File: src/rtl/sdram_arbit.sv
// SDRAM channel arbiter: grants refresh/write/read one at a time and muxes the
// granted channel onto registered SDRAM pins. Optional macro SDRAM_ARBIT_RR_EN.
module sdram_arbit #(
  parameter int ADDR_W = 13
) (
  input  logic              arbit_clk,
  input  logic              arbit_rst,
  input  logic              init_end,
  input  logic [3:0]        init_cmd,
  input  logic [1:0]        init_bank,
  input  logic [ADDR_W-1:0] init_addr,
  input  logic              atref_req,
  input  logic              atref_end,
  input  logic [3:0]        atref_cmd,
  input  logic [1:0]        atref_bank,
  input  logic [ADDR_W-1:0] atref_addr,
  output logic              atref_en,
  input  logic              wr_req,
  input  logic              wr_end,
  input  logic [3:0]        wr_cmd,
  input  logic [1:0]        wr_bank,
  input  logic [ADDR_W-1:0] wr_addr,
  output logic              wr_en,
  input  logic              rd_req,
  input  logic              rd_end,
  input  logic [3:0]        rd_cmd,
  input  logic [1:0]        rd_bank,
  input  logic [ADDR_W-1:0] rd_addr,
  output logic              rd_en,
  output logic              sdram_cke,
  output logic [3:0]        sdram_cmd,
  output logic [1:0]        sdram_bank,
  output logic [ADDR_W-1:0] sdram_addr
);

  localparam logic [3:0] CMD_NOP = 4'b0111;

  typedef enum logic [2:0] {
    IDLE  = 3'd0,
    ARBIT = 3'd1,
    AREF  = 3'd2,
    WRITE = 3'd3,
    READ  = 3'd4
  } state_t;

  state_t              state_q, state_d;
  logic [3:0]          cmd_q, cmd_d;
  logic [1:0]          bank_q, bank_d;
  logic [ADDR_W-1:0]   addr_q, addr_d;
  logic                cke_q;

`ifdef SDRAM_ARBIT_RR_EN
  // 1 = read was granted last; reset value favours write on the first tie
  logic last_rd_q, last_rd_d;

  always_comb begin
    last_rd_d = last_rd_q;
    if (state_q == ARBIT && state_d == WRITE) last_rd_d = 1'b0;
    if (state_q == ARBIT && state_d == READ)  last_rd_d = 1'b1;
  end

  always_ff @(posedge arbit_clk) begin
    if (arbit_rst) last_rd_q <= 1'b1;
    else           last_rd_q <= last_rd_d;
  end
`endif

  always_ff @(posedge arbit_clk) begin
    if (arbit_rst) begin
      state_q <= IDLE;
      cmd_q   <= CMD_NOP;
      bank_q  <= 2'b11;
      addr_q  <= '1;
      cke_q   <= 1'b1;
    end else begin
      state_q <= state_d;
      cmd_q   <= cmd_d;
      bank_q  <= bank_d;
      addr_q  <= addr_d;
      cke_q   <= 1'b1;
    end
  end

  always_comb begin
    state_d = state_q;
    case (state_q)
      IDLE:  if (init_end) state_d = ARBIT;
      ARBIT: begin
        if (atref_req) state_d = AREF;
        else if (wr_req && rd_req) begin
`ifdef SDRAM_ARBIT_RR_EN
          state_d = last_rd_q ? WRITE : READ;
`else
          state_d = WRITE;
`endif
        end
        else if (wr_req) state_d = WRITE;
        else if (rd_req) state_d = READ;
      end
      AREF:  if (atref_end) state_d = ARBIT;
      WRITE: if (wr_end)    state_d = ARBIT;
      READ:  if (rd_end)    state_d = ARBIT;
      default: state_d = IDLE;
    endcase
  end

  always_comb begin
    atref_en = (state_q == AREF);
    wr_en    = (state_q == WRITE);
    rd_en    = (state_q == READ);
    cmd_d    = CMD_NOP;
    bank_d   = 2'b11;
    addr_d   = '1;
    case (state_q)
      IDLE:  begin cmd_d = init_cmd;  bank_d = init_bank;  addr_d = init_addr;  end
      AREF:  begin cmd_d = atref_cmd; bank_d = atref_bank; addr_d = atref_addr; end
      WRITE: begin cmd_d = wr_cmd;    bank_d = wr_bank;    addr_d = wr_addr;    end
      READ:  begin cmd_d = rd_cmd;    bank_d = rd_bank;    addr_d = rd_addr;    end
      default: ;
    endcase
  end

  assign sdram_cke  = cke_q;
  assign sdram_cmd  = cmd_q;
  assign sdram_bank = bank_q;
  assign sdram_addr = addr_q;

endmodule

File: config.mk
export PLATFORM = sky130hd
export DESIGN_NAME = sdram_arbit
export DESIGN_NICKNAME = d
export VERILOG_FILES = /design/src/rtl/sdram_arbit.sv
export SDC_FILE = /design/constraint.sdc
export NUM_CORES = 1
export LEC_CHECK = 0
export CAP_MARGIN = 20
export CORE_MARGIN = 3
export CORE_UTILIZATION = 34
export DETAILED_ROUTE_END_ITERATION = 6
export PLACE_DENSITY_LB_ADDON = 0.12
export SLEW_MARGIN = 20
export SYNTH_ARGS = -nofsm -noshare
export SYNTH_HDL_FRONTEND = slang
export SYNTH_SLANG_ARGS = --single-unit
export TNS_END_PERCENT = 50
File: constraint.sdc
create_clock -name arbit_clk -period 1.4 [get_ports arbit_clk]
set_input_delay 0.14 -clock arbit_clk [delete_from_list [all_inputs] [get_ports arbit_clk]]
set_output_delay 0.14 -clock arbit_clk [all_outputs]
set_load 0.005 [all_outputs]
==> impl_metrics.py <==
metrics = {
    "clock_tree": {
        "post-cts-setup-buffers": 0,
        "path_clk_slew_ns": 0.09,
        "cts_tree": "done",
        "clock_sinks": 22,
        "cts_root_buf": "clkbuf_8",
        "holdBufCountCts": 0,
        "cts_buffers": 3,
        "htree_num_levels": 1,
        "clk_latency_ns": 0.27,
        "clockBufferDepth": 2,
    },
    "layout": {
        "finalNonFillerCells": 315,
        "final_area_um2": 2675,
        "drive_gt1_share_pct": 18.73,
        "final_common_cell": "clkdlybuf4s50_1",
        "syn_to_final_growth_pct": 87.54,
        "num_antenna_cells": 0,
        "nFillCells": 343,
        "mostFrequentLayoutCells": "clkdlybuf4s50_1 (103), buf_4 (19), dfxtp_1 (19)",
        "fin_nets": 353,
    },
    "sta": {
        "grt_setup_unrepaired": "false",
        "fin_hold_ws_ns": 0.4761,
        "max_freq_ghz": 0.7707,
        "period_share_pct": 92.68,
        "fin_setup_tns_ns": 0,
        "finalMaxSlewViolations": 0,
        "setup_viol": 0,
        "skew_ns": 0.006741,
        "hold_viol_final": 0,
        "period_minus_slack_ns": 1.298,
    },
    "synthesis": {
        "synth_area_um2": 1426,
        "synth_seq_area_share_pct": 30.88,
        "syn_inst": 151,
        "syn_avg_cell_area_um2": 9.446,
        "synth_seq_cells": 22,
        "synth_edf_count": 0,
        "syn-num-nets": 236,
        "synthArstFlopShare_pct": 0,
        "ys_warn_count": 0,
        "synth_flop_cell": "dfxtp_1",
        "ys_types": 45,
    },
    "floorplanning": {
        "die_w_um": 70.77,
        "pin_count": 108,
        "core_area_um2": 3854,
        "dieArea_um2": 5008,
        "rows": 22,
        "die_h_um": 70.77,
        "initial_utilization_pct": 37.01,
    },
    "setup_path": {
        "cp_top_family": "buffers and inverters",
        "cp.required_ns": 1.26,
        "arrival_ns": 1.16,
        "rrSetupSlack_ns": 0.11,
        "slowest_delay_ns": 0.36,
        "crit_end": "wr_en",
        "path_cells": "buf_4, nand3b_4, inv_1, dlygate4sd2_1",
        "rr_worst_depth": 4,
        "path_buf_inv": 3,
        "r2r_end": "state_q[2]$_SDFFE_PP0P_",
        "cp-start-kind": "register",
        "path_depth": 4,
        "reg2reg_from": "state_q[0]$_SDFFE_PP0P_",
        "critPathMaxFanout": 4,
        "cpMaxStageDelayCell": "dfxtp_2",
        "startpoint": "state_q[1]$_SDFFE_PP0P_",
        "end_kind": "primary output",
        "crit_type": "register to primary output",
    },
    "grt": {
        "gr-total-overflow": 0,
        "grtUsageTotal_pct": 19.18,
        "antenna_found_initial": 0,
        "grt_max_degree": 18,
        "grt_pass1_vias": 1641,
        "grt_pass1_wl_mm": 7.797,
    },
    "status": {
        "outcome": "completed",
    },
    "placement": {
        "gp_congestion": 0.8386,
        "port_buffers": 106,
        "dpl.hpwl_mm": 3.922,
        "placed_cell_area_um2": 2601,
        "dp_cells": 311,
    },
    "route": {
        "wl_per_cell_um": 15.37,
        "first_iter_violations": 66,
        "antenna_left": 0,
        "post-route-drc-count": 0,
        "vias_per_cell": 5.108,
        "firstDrtPassIters": 4,
        "vias": 1609,
        "wl_mm": 4.840,
    },
    "power": {
        "sw_frac_of_total_pct": 28.22,
        "power_frac_comb_pct": 44.4,
        "seqPwrFrac_pct": 31.5,
        "clock_power_share_pct": 24.1,
        "irDropWorstVdd_uv": 621.3,
        "power_density_nw_per_um2": 946.8,
        "cellLeakagePower_uw": 0.001061,
        "switchingPower_uw": 714.8,
        "p_int_uw": 1818,
    },
    "min_path": {
        "hold_path.class": "primary input to register",
        "worstHoldStart": "atref_addr[5]",
    },
    "flow_run": {
        "cap_violations": 0,
    },
}
[synth_stat cells (2+ instances only)]
cell type,instances,area [um^2]
nor3_1,2,10.01
a221o_1,5,50.05
inv_1,2,7.510
a21oi_1,11,55.05
o22ai_2,6,75.07
inv_2,2,7.510
nor2_1,4,15.01
mux2i_1,11,110.1
o21a_1,10,75.07
a21o_1,3,22.52
o21ai_1,2,10.01
o22ai_1,4,25.02
buf_2,5,25.02
o311ai_1,6,52.55
a22oi_1,2,15.01
mux2_2,5,56.30
buf_6,4,45.04
a21o_2,2,17.52
o21ai_0,6,30.03
buf_4,3,22.52
dfxtp_1,22,440.4
nand2_1,11,41.29
[repair_timing]
item / CTS / global route
resized for setup: 6 / 0
endpoints found under the setup margin: 3 / 0
hold endpoints to repair: 0 / 0
[stage by stage]
stage	utilization (%)	setup slack, ns	power (uW)
floorplan	-	0.1609	1346
global placement	67.50	0.04733	1928
detailed placement	67.50	0.03472	1942
CTS	69.42	0.1104	2554
global route	69.42	0.01244	2683
finish	69.42	0.1024	2533
[flip-flops by register name (all words and copies together) (netlist names)]
register    cells
sdram_addr     13
sdram_bank      2
state_q         3
sdram_cmd       4
[layer usage]
metal / wire length (um) / track usage (%) / up-vias
li1: - / - / 806
met1: 2139 / 24.65 / 730
met2: 2292 / 32.34 / 66
met3: 371 / 5.256 / 7
met4: 37 / 3.758 / 0
met5: 0 / 0 / -
[worst reg2reg max path, stage by stage, from the launching register on]
cell and delay (ns):
dfxtp_4 0.41, buf_4 0.17, or2_2 0.29, a31oi_1 0.20
a221oi_2 0.09
[area by class of cell]
cell class	instances	area, um^2	share of cell area [%]
tap	48	60.06	2.245
clock buffer	3	41.29	1.543
inverter	4	15.01	0.5613
sequential	22	449.2	16.79
multi-input combinational	111	859.6	32.13
clock inverter	1	30.03	1.123
timing repair buffer	126	1220	45.60
[cell families (layout without fill, tap and decap cells)]
kind of cell	count (synthesis)	count (layout)	share of synthesized area, %
AOI/OAI and AO/OA	67	67	36.67
buffers and inverters	18	134	8.859
other	1	1	0.2629
muxes	16	16	11.67
DFF	22	22	30.88
and+or+nand+nor	27	27	11.67
[worst min path at each step]
stage | end | slack (ns) | depth (start not counted)
floorplan | sdram_addr[1]$_SDFF_PP1_ | 0.27 | 2
global placement | state_q[2]$_SDFFE_PP0P_ | 0.70 | 3
detailed placement | state_q[2]$_SDFFE_PP0P_ | 0.72 | 3
CTS | sdram_addr[5]$_SDFF_PP1_ | 0.47 | 2
global route | sdram_addr[6]$_SDFF_PP1_ | 0.47 | 2
finish | sdram_addr[5]$_SDFF_PP1_ | 0.48 | 2
[power groups by stage]
stage / registers, uW / clock network, uW / logic (uW)
2_1_floorplan: 808 / 0 / 538
3_3_place_gp: 808 / 0 / 1120
3_5_place_dp: 811 / 0 / 1130
4_1_cts: 798 / 626 / 1130
5_1_grt: 814 / 657 / 1210
6_report: 798 / 611 / 1120
Power figures use the tool's default switching activity.
